===== src/rtl/ifetch_queue_pkg.sv =====
// Shared types and constants for the instruction prefetch queue.
package ifetch_pkg;

  localparam logic [31:0] NOP_INSTR = 32'h0000_0013;
  localparam int          DEF_DEPTH = 4;
  localparam int          CNT_W     = $clog2(DEF_DEPTH) + 1;

  typedef struct packed {
    logic [31:0] pc;
    logic [31:0] instr;
  } fetch_entry_t;

  // Clear the byte-offset bits of a fetch address.
  function automatic logic [31:0] word_align(input logic [31:0] addr);
    return addr & 32'hFFFF_FFFC;
  endfunction

endpackage


===== src/rtl/ifetch_queue_if.sv =====
// Redirect, instruction-memory and decode-side signals of the prefetch queue.
// master: the prefetch unit; slave: the surrounding core/memory.
interface ifetch_queue_if;

  logic        redirect_valid;
  logic [31:0] redirect_pc;

  logic        mem_req;
  logic [31:0] mem_addr;
  logic        mem_gnt;
  logic        mem_rvalid;
  logic [31:0] mem_rdata;

  logic        instr_valid;
  logic [31:0] instr;
  logic [31:0] instr_pc;
  logic        instr_ready;

  modport master (
    input  redirect_valid, redirect_pc,
    output mem_req, mem_addr,
    input  mem_gnt, mem_rvalid, mem_rdata,
    output instr_valid, instr, instr_pc,
    input  instr_ready
  );

  modport slave (
    output redirect_valid, redirect_pc,
    input  mem_req, mem_addr,
    output mem_gnt, mem_rvalid, mem_rdata,
    input  instr_valid, instr, instr_pc,
    output instr_ready
  );

endinterface


===== src/rtl/ifetch_queue_fetch_fifo.sv =====
// Small synchronous FIFO of {pc, instr} pairs. Flush has priority over
// push and pop in the same cycle.
module fetch_fifo
  import ifetch_pkg::*;
#(
  parameter  int DEPTH = DEF_DEPTH,
  localparam int CW    = $clog2(DEPTH) + 1,
  localparam int AW    = $clog2(DEPTH)
) (
  input  logic          clk,
  input  logic          clr,
  input  logic          push,
  input  fetch_entry_t  push_data,
  input  logic          pop,
  input  logic          flush,
  output logic [CW-1:0] count,
  output fetch_entry_t  head,
  output logic          empty
);

  fetch_entry_t  mem_q [DEPTH];
  fetch_entry_t  mem_d [DEPTH];
  logic [AW-1:0] rd_ptr_q, rd_ptr_d;
  logic [AW-1:0] wr_ptr_q, wr_ptr_d;
  logic [CW-1:0] count_q, count_d;
  logic          do_push, do_pop;

  // Next-state for storage, pointers and occupancy.
  always_comb begin
    do_pop   = pop && (count_q != '0);
    do_push  = push && ((count_q != CW'(DEPTH)) || do_pop);
    mem_d    = mem_q;
    rd_ptr_d = rd_ptr_q;
    wr_ptr_d = wr_ptr_q;
    count_d  = count_q;
    if (flush) begin
      rd_ptr_d = '0;
      wr_ptr_d = '0;
      count_d  = '0;
    end else begin
      if (do_push) begin
        mem_d[wr_ptr_q] = push_data;
        wr_ptr_d        = wr_ptr_q + AW'(1);
      end
      if (do_pop) begin
        rd_ptr_d = rd_ptr_q + AW'(1);
      end
      count_d = count_q + CW'(do_push) - CW'(do_pop);
    end
  end

  // State registers with asynchronous active-low clear.
  always_ff @(posedge clk or negedge clr) begin
    if (!clr) begin
      for (int i = 0; i < DEPTH; i++) begin
        mem_q[i] <= '0;
      end
      rd_ptr_q <= '0;
      wr_ptr_q <= '0;
      count_q  <= '0;
    end else begin
      mem_q    <= mem_d;
      rd_ptr_q <= rd_ptr_d;
      wr_ptr_q <= wr_ptr_d;
      count_q  <= count_d;
    end
  end

  assign count = count_q;
  assign head  = mem_q[rd_ptr_q];
  assign empty = (count_q == '0);

endmodule


===== src/rtl/ifetch_queue.sv =====
// Instruction prefetch queue: owns the sequential fetch address, issues
// in-order word requests, buffers responses and hands them to decode.
// The PC of a returning word is derived as fetch_pc - 4*outstanding, which
// holds because responses arrive in order and stale (pre-redirect) words are
// counted in discard and retired before any live one.
module ifetch_queue
  import ifetch_pkg::*;
#(
  parameter int          DEPTH    = DEF_DEPTH,
  parameter logic [31:0] RESET_PC = 32'h0000_0000
) (
  input  logic           clk,
  input  logic           clr,
  ifetch_queue_if.master bus
);

  localparam int            CW  = $clog2(DEPTH) + 1;
  localparam logic [CW:0]   CAP = (CW + 1)'(DEPTH);

  logic [31:0]   fetch_pc_q, fetch_pc_d;
  logic [CW-1:0] outstanding_q, outstanding_d;
  logic [CW-1:0] discard_q, discard_d;

  logic [CW-1:0] fifo_count;
  logic          fifo_empty;
  fetch_entry_t  fifo_head;
  fetch_entry_t  push_entry;
  logic [CW:0]   occupancy;
  logic          mem_req;
  logic          gnt_fire, rsp_fire, rsp_keep, pop_fire;

  // Request issue, response acceptance and the PC of the returning word.
  always_comb begin
    occupancy        = {1'b0, fifo_count} + {1'b0, outstanding_q};
    mem_req          = clr & ~bus.redirect_valid & (occupancy < CAP);
    gnt_fire         = mem_req & bus.mem_gnt;
    rsp_fire         = bus.mem_rvalid & (outstanding_q != '0);
    rsp_keep         = rsp_fire & (discard_q == '0);
    push_entry.pc    = fetch_pc_q - 32'({outstanding_q, 2'b00});
    push_entry.instr = bus.mem_rdata;
    pop_fire         = ~fifo_empty & bus.instr_ready;
  end

  // Fetch address, in-flight and discard accounting; redirect overrides.
  always_comb begin
    outstanding_d = outstanding_q + CW'(gnt_fire) - CW'(rsp_fire);
    discard_d     = discard_q;
    fetch_pc_d    = fetch_pc_q;
    if (rsp_fire && (discard_q != '0)) begin
      discard_d = discard_q - CW'(1);
    end
    if (gnt_fire) begin
      fetch_pc_d = fetch_pc_q + 32'd4;
    end
    if (bus.redirect_valid) begin
      discard_d  = outstanding_d;
      fetch_pc_d = word_align(bus.redirect_pc);
    end
  end

  // Address and counter registers with asynchronous active-low clear.
  always_ff @(posedge clk or negedge clr) begin
    if (!clr) begin
      fetch_pc_q    <= RESET_PC;
      outstanding_q <= '0;
      discard_q     <= '0;
    end else begin
      fetch_pc_q    <= fetch_pc_d;
      outstanding_q <= outstanding_d;
      discard_q     <= discard_d;
    end
  end

  fetch_fifo #(
    .DEPTH (DEPTH)
  ) u_fifo (
    .clk       (clk),
    .clr       (clr),
    .push      (rsp_keep),
    .push_data (push_entry),
    .pop       (pop_fire),
    .flush     (bus.redirect_valid),
    .count     (fifo_count),
    .head      (fifo_head),
    .empty     (fifo_empty)
  );

  assign bus.mem_req     = mem_req;
  assign bus.mem_addr    = fetch_pc_q;
  assign bus.instr_valid = ~fifo_empty;
  assign bus.instr       = fifo_empty ? NOP_INSTR : fifo_head.instr;
  assign bus.instr_pc    = fifo_empty ? 32'h0 : fifo_head.pc;

endmodule

===== src/flat_wrapper.sv =====
// flat-port wrapper written by rule: the top's interface ports become plain ports
module ifetch_queue_flat import ifetch_pkg::*;
#(
  parameter int          DEPTH    = DEF_DEPTH,
  parameter logic [31:0] RESET_PC = 32'h0000_0000
)
  (clk, clr, bus_redirect_valid, bus_redirect_pc, bus_mem_req, bus_mem_addr, bus_mem_gnt, bus_mem_rvalid, bus_mem_rdata, bus_instr_valid, bus_instr, bus_instr_pc, bus_instr_ready);
  ifetch_queue_if bus_i ();
  input  logic clk;
  input  logic clr;
  input wire logic [$bits(bus_i.redirect_valid)-1:0] bus_redirect_valid;
  input wire logic [$bits(bus_i.redirect_pc)-1:0] bus_redirect_pc;
  output wire logic [$bits(bus_i.mem_req)-1:0] bus_mem_req;
  output wire logic [$bits(bus_i.mem_addr)-1:0] bus_mem_addr;
  input wire logic [$bits(bus_i.mem_gnt)-1:0] bus_mem_gnt;
  input wire logic [$bits(bus_i.mem_rvalid)-1:0] bus_mem_rvalid;
  input wire logic [$bits(bus_i.mem_rdata)-1:0] bus_mem_rdata;
  output wire logic [$bits(bus_i.instr_valid)-1:0] bus_instr_valid;
  output wire logic [$bits(bus_i.instr)-1:0] bus_instr;
  output wire logic [$bits(bus_i.instr_pc)-1:0] bus_instr_pc;
  input wire logic [$bits(bus_i.instr_ready)-1:0] bus_instr_ready;
  assign bus_i.redirect_valid = bus_redirect_valid;
  assign bus_i.redirect_pc = bus_redirect_pc;
  assign bus_mem_req = bus_i.mem_req;
  assign bus_mem_addr = bus_i.mem_addr;
  assign bus_i.mem_gnt = bus_mem_gnt;
  assign bus_i.mem_rvalid = bus_mem_rvalid;
  assign bus_i.mem_rdata = bus_mem_rdata;
  assign bus_instr_valid = bus_i.instr_valid;
  assign bus_instr = bus_i.instr;
  assign bus_instr_pc = bus_i.instr_pc;
  assign bus_i.instr_ready = bus_instr_ready;
  ifetch_queue #(.DEPTH(DEPTH), .RESET_PC(RESET_PC)) u_core (.clk(clk), .clr(clr), .bus(bus_i));
endmodule

===== config.mk =====
export PLATFORM = sky130hd
export DESIGN_NAME = ifetch_queue_flat
export DESIGN_NICKNAME = d
export VERILOG_FILES = /design/src/rtl/ifetch_queue_pkg.sv /design/src/rtl/ifetch_queue_if.sv /design/src/rtl/ifetch_queue_fetch_fifo.sv /design/src/rtl/ifetch_queue.sv /design/src/flat_wrapper.sv
export SDC_FILE = /design/constraint.sdc
export NUM_CORES = 1
export LEC_CHECK = 0
export CORE_ASPECT_RATIO = 0.5
export CORE_MARGIN = 4
export CORE_UTILIZATION = 45
export CTS_CLUSTER_DIAMETER = 120
export DETAILED_ROUTE_END_ITERATION = 8
export DONT_BUFFER_PORTS = 1
export SYNTH_ARGS = -nofsm -noshare
export SYNTH_HDL_FRONTEND = slang
export SYNTH_SLANG_ARGS = --single-unit

===== constraint.sdc =====
create_clock -name clk -period 4.47 [get_ports clk]
set_input_delay 0.2235 -clock clk [delete_from_list [all_inputs] [get_ports clk]]
set_output_delay 0.2235 -clock clk [all_outputs]
set_load 0.02 [all_outputs]

## After elaboration in Yosys (flattened, before gate mapping)

Index checks and enable logic that the tools add are counted.

| word-level totals | value |
|---|---|
| register bits after elaboration | 301 |
| input bits | 70 |
| output and inout bits | 98 |

| operators by class | value |
|---|---|
| $add $sub $neg | 10 |
| order comparisons | 4 |
| equal/unequal tests | 1 |
| mux-type cells | 17 |
| bitwise operators | 10 |
| reductions and logical operators | 15 |

Operator list:

| operator | count |
|---|---|
| bitwise mux 256 bit | 1 |
| 2-to-1 mux 64 bit | 3 |
| binary-select mux 64 bit (select 2 bit) | 1 |
| demux 64 bit (select 2 bit) | 1 |
| 2-to-1 mux 32 bit | 4 |
| adder 32 x 3 -> 32 bit (second input constant) | 1 |
| subtractor 32 x 5 -> 32 bit | 1 |
| 2-to-1 mux 3 bit | 3 |
| nonzero test 3 bit | 3 |
| 2-to-1 mux 2 bit | 4 |
| nonzero test 2 bit | 4 |
| adder 3 x 1 -> 3 bit | 2 |
| bitwise AND 1 bit | 6 |
| >= comparator 3 bit (second input constant) | 2 |
| logical NOT 3 bit | 2 |
| inverter 2 -> 3 bit | 2 |
| subtractor 3 x 1 -> 3 bit | 2 |
| adder 2 x 1 -> 2 bit (second input constant) | 2 |
| adder 3 x 3 -> 4 bit | 1 |
| logical AND 1 bit | 4 |
| < comparator 4 x 3 -> 1 bit (second input constant) | 1 |
| < comparator 3 x 1 -> 1 bit (second input constant) | 1 |
| inequality test 3 bit (second input constant) | 1 |
| subtractor 3 x 1 -> 3 bit (second input constant) | 1 |
| other kinds (3) | 4 |

## Depth between registers and ports, before layout

| logic depth | value |
|---|---|
| depth in word-level cells | 9 |
| gate-level depth with buffers | 13 |
| gate-level depth less buffers | 12 |

## By module

Synthesis repeated with hierarchy kept, for this count alone.

| unflattened totals | value |
|---|---|
| cell total of the unflattened synthesis | 1,090 |
| area total of the unflattened synthesis | 15,586.2 um2 |

Modules (own cells, without submodules):

| module | times used | cells each | area each (um2) | sequential area each (um2) |
|---|---|---|---|---|
| fetch_fifo | 1 | 664 | 12,214.2 | 6,581.3 |
| ifetch_queue | 1 | 426 | 3,372.0 | 900.9 |

## Worst setup path before layout

OpenSTA, ideal clock, no wires.

| timing path | value |
|---|---|
| kind | reg2reg |
| start point | register u_core.u_fifo.count_q[2], in the netlist u_core.u_fifo.count[2] |
| end point | register u_core.discard_q[1] |
| setup time | 0.134 ns |
| arrival | 2.754 ns |
| required time | 4.336 ns |
| path slack | 1.582 ns |
| cell stages (with the launch flop) | 11 |
| buffers on the path | 2 |
| cells stage by stage | dfrtp_1 ha_1 nor4b_1 nand4_1 inv_1 buf_1 clkbuf_1 ha_1 fa_1 nand2_1 o21ai_0 |

| between the ends | value |
|---|---|
| cells in the longest elaborated chain, start to end | 7 |

Ends and longest elaborated chain:

| item | RTL line | text |
|---|---|---|
| start, declared | ifetch_queue_fetch_fifo.sv:25 | `logic [CW-1:0] count_q, count_d;` |
| start signal, assigned | ifetch_queue_fetch_fifo.sv:65 | `count_q <= count_d;` |
| adder 3 x 3 -> 4 bit | ifetch_queue.sv:34 | `occupancy = {1'b0, fifo_count} + {1'b0, outstanding_q};` |
| < comparator 4 x 3 -> 1 bit | ifetch_queue.sv:35 | `mem_req = clr & ~bus.redirect_valid & (occupancy < CAP);` |
| bitwise AND 1 bit | ifetch_queue.sv:35 |  |
| bitwise AND 1 bit | ifetch_queue.sv:36 | `gnt_fire = mem_req & bus.mem_gnt;` |
| adder 3 x 1 -> 3 bit | ifetch_queue.sv:46 | `outstanding_d = outstanding_q + CW'(gnt_fire) - CW'(rsp_fire);` |
| subtractor 3 x 1 -> 3 bit | ifetch_queue.sv:46 |  |
| via u_core.outstanding_d[1] | ifetch_queue.sv:21 | `logic [CW-1:0] outstanding_q, outstanding_d;` |
| 2-to-1 mux 3 bit | ifetch_queue.sv:55 | `if (bus.redirect_valid) begin` |
| end signal, assigned | ifetch_queue.sv:70 | `discard_q <= discard_d;` |
| end, declared | ifetch_queue.sv:22 | `logic [CW-1:0] discard_q, discard_d;` |

The timed path passes the listed nets, and every way through them passes these cells.
A chain may end at the register's enable or synchronous reset.

## Worst setup path in the final report

| timing path | value |
|---|---|
| start point | register u_core.fetch_pc_q[2], in the netlist u_core.bus.mem_addr[2] |
| end point | register u_core.u_fifo.mem_q[178] in the netlist's numbering |

| between the ends | value |
|---|---|
| cells in the longest elaborated chain, start to end | 2 |

Ends and longest elaborated chain:

| item | RTL line | text |
|---|---|---|
| start, declared | ifetch_queue.sv:20 | `logic [31:0] fetch_pc_q, fetch_pc_d;` |
| start signal, assigned | ifetch_queue.sv:68 | `fetch_pc_q <= fetch_pc_d;` |
| subtractor 32 x 5 -> 32 bit | ifetch_queue.sv:39 | `push_entry.pc = fetch_pc_q - 32'({outstanding_q, 2'b00});` |
| bitwise mux 256 bit | ifetch_queue_fetch_fifo.sv:42 | `mem_d[wr_ptr_q] = push_data;` |
| end signal, assigned | ifetch_queue_fetch_fifo.sv:62 | `mem_q <= mem_d;` |
| end, declared | ifetch_queue_fetch_fifo.sv:21 | `fetch_entry_t mem_q [DEPTH];` |

No other way between the ends.

==> run summary <==
Slew HR: 16.81%
Combinational Power Share: 29.9%
final period demand of the worst path: 3325 ps
per-cell routed wire length: 19.73 µm
final setup violation count: 0
global-route wire length before repair: 61600 µm
Die Wd: 261.9 µm
Pre-Repair DR Iteration Count: 5
Setup Fix Bufs, Post-CTS: 0
EDFF count, synth: 0
slew of the pin with the lowest slew margin: 1244 ps
CP startpoint kind: flop
commonest non-fill, non-tap cell in the layout: nand2_1
DR vias: 11053
failing checks: hold timing
clk_skew: 18.28 ps
CP endpoint kind: flop
area delta synth->final: 13.04%
layout net count: 1611
share of layout cells above drive strength 1: 10.38%
critical path arrival: 3820 ps
critical path required time: 4960 ps
Initial Utilization: 45.73%
P_sw: 3.099 mW
worst-path fanout max: 11
Power, Total: 8.881 mW
RR Endpoint: u_core.u_fifo.mem_q[178]$_DFFE_PN0P_
CP Launch Point: u_core.bus.mem_addr[2]$_DFFE_PN0P_
post-synthesis average cell area: 9.534 µm²
Most used DFF post-synth: dfrtp_1
Register-to-Register Path Depth: 9
sw frac: 34.90%
cell-internal power: 5.782 mW
Worst R2R Start: u_core.bus.mem_addr[2]$_DFFE_PN0P_
RSZ-0062 raised after global routing: false
H-tree levels: 1
Flop pwr share: 42.4%
# DRC: 0
area of the core: 0.03171 mm²
clock root buffer: clkbuf_16
remaining antenna violation count after routing: 0
ys async rst share: 100.0%
# hold bufs at CTS: 65
final hold slack: -610.3 ps
Distinct cells, synth: 50
TritonCTS Sinks: 291
CTS buffer count: 28
routed vias/inst: 5.596
clk slew on worst S/H paths: 60 ps
Clock Tree Buf Depth: 3
PortBufs: 0
VDD IR max: 0.2569 mV
Die Ht: 134.9 µm
TNS Setup: 0 ps
first-iteration detailed-routing DRC count: 764
Synth Register Bits: 291
Placement Setup Slack: 1159 ps
GRT Total Usage: 21.88%
critical path type: reg2reg
Slew Viols, Final: 0
Hold Vio Cnt, Final: 291
commonest cells after routing, fill and taps aside: nand2_1, dfrtp_1, o21ai_0
count of cells resized by post-cts repair: 0
Peak Freq: 300.7 MHz
hpwl dp: 23940 µm
vias in the first global route: 11041
Synth Instances: 1521
crit path capture: u_core.u_fifo.mem_q[178]$_DFFE_PN0P_
Worst Hold Class: in2async
Worst-Skew Late Latency: 560 ps
Placer Congestion: 0.8183
WL final: 38960 µm
die area: 0.03534 mm²
final worst setup slack: 1145 ps
GR Overflow Total: 0
initial antenna violation count: 0
# rows: 46
CTS tree: built
Synth Warn #: 0
largest net degree at the start of global routing: 293
I/O pin cnt: 168
Final Cycle Share: 74.39%
clock power share: 27.8%
status: finished with violations
Leakage: 7.614 nW
PD cells: 541.8 mW/mm²
r2r setup slk: 1140 ps
Cell Area, Synth: 0.01450 mm²
sequential-to-total area share from yosys stat: 50.22%
MaxCap Viol Count: 0
-- worst max-delay path, cell delays in order (launching register included) --
cell	delay, ps
dfrtp_1	520
inv_1	170
ha_1	180
inv_1	60
fa_1	400
nand2_1	130
nand3_1	580
nor4_1	530
xor2_1	430
mux2_2	250
-- power by group through the flow --
| stage | clock network [mW] | registers [mW] | logic (mW) |
|---|---|---|---|
| 5_1_grt | 2.63 | 3.85 | 2.93 |
| 6_report | 2.47 | 3.76 | 2.65 |
| 4_1_cts | 2.52 | 3.77 | 2.70 |
| 2_1_floorplan | 0 | 3.53 | 2.22 |
| 3_5_place_dp | 0 | 3.81 | 2.61 |
| 3_3_place_gp | 0 | 3.77 | 2.55 |
-- stage by stage --
stage	cell area, µm²	utilization (%)	cells
after floorplan	14510	-	1524
after global placement	14770	46.58	1859
after detailed placement	14770	46.58	1859
after CTS	16390	51.68	1974
after global routing	16390	51.68	1974
final	16390	51.69	1975
-- area by class of cell --
class                   instances  area (µm²)
diodes                          1       2.502
clock buffers                  41       850.8
clock inverters                 9       105.1
inverters                      22       82.58
multi-input cells            1095        6670
repair buffers                 84       853.3
flip-flops and latches        291        7287
well taps                     432       540.5
fillers                      2811       15320
-- cells in the mapped netlist (16+ instances only) --
master    count  area share, %
and2_1       69            3.0
buf_1        19           0.49
clkbuf_1     77            2.0
dfrtp_1     291             50
ha_1         16            1.4
inv_1        21           0.54
mux4_2       62            9.6
nand2_1     549             14
nand3_1      34            1.2
nand4_1      21           0.91
nor2_1       38           0.98
o21ai_0     106            3.7
xnor2_1      21            1.3
xor2_1       19            1.1
-- cells by family after synthesis --
kind of cell             share of synthesized area [%]
adder cells (fa/ha/maj)                          1.795
AO/OA/AOI/OAI                                    6.946
XOR/XNOR                                         2.416
multiplexers                                     10.53
other                                          0.02586
AND/OR/NAND/NOR                                  24.17
flip-flops                                       50.22
buffers and inverters                            3.900
-- flip-flops by register name, summed over array words and instances, names as in the netlist --
register,cells
u_core.outstanding_q,3
u_core.u_fifo.wr_ptr_q,2
u_core.u_fifo.rd_ptr_q,2
u_core.u_fifo.mem_q,248
u_core.u_fifo.count,3
u_core.bus.mem_addr,30
u_core.discard_q,3
-- routing by layer --
layer	wire length [µm]	track usage [%]	vias up
li1	-	-	5113
met2	18760	36.36	369
met3	2417	3.879	61
met1	16990	30.56	5510
met4	791	4.619	0
met5	0	0	-
-- worst min-delay path by stage --
stage | slack, ps | startpoint | endpoint
3_5_place_dp | -60 | clr | u_core.u_fifo.mem_q[135]$_DFFE_PN0P_
2_1_floorplan | -70 | clr | u_core.bus.mem_addr[10]$_DFFE_PN0P_
5_1_grt | -640 | clr | u_core.u_fifo.mem_q[135]$_DFFE_PN0P_
6_report | -610 | clr | u_core.u_fifo.mem_q[199]$_DFFE_PN0P_
3_3_place_gp | -60 | clr | u_core.u_fifo.mem_q[135]$_DFFE_PN0P_
4_1_cts | -650 | clr | u_core.u_fifo.mem_q[126]$_DFFE_PN0P_
(Power assumes the default switching activity.)
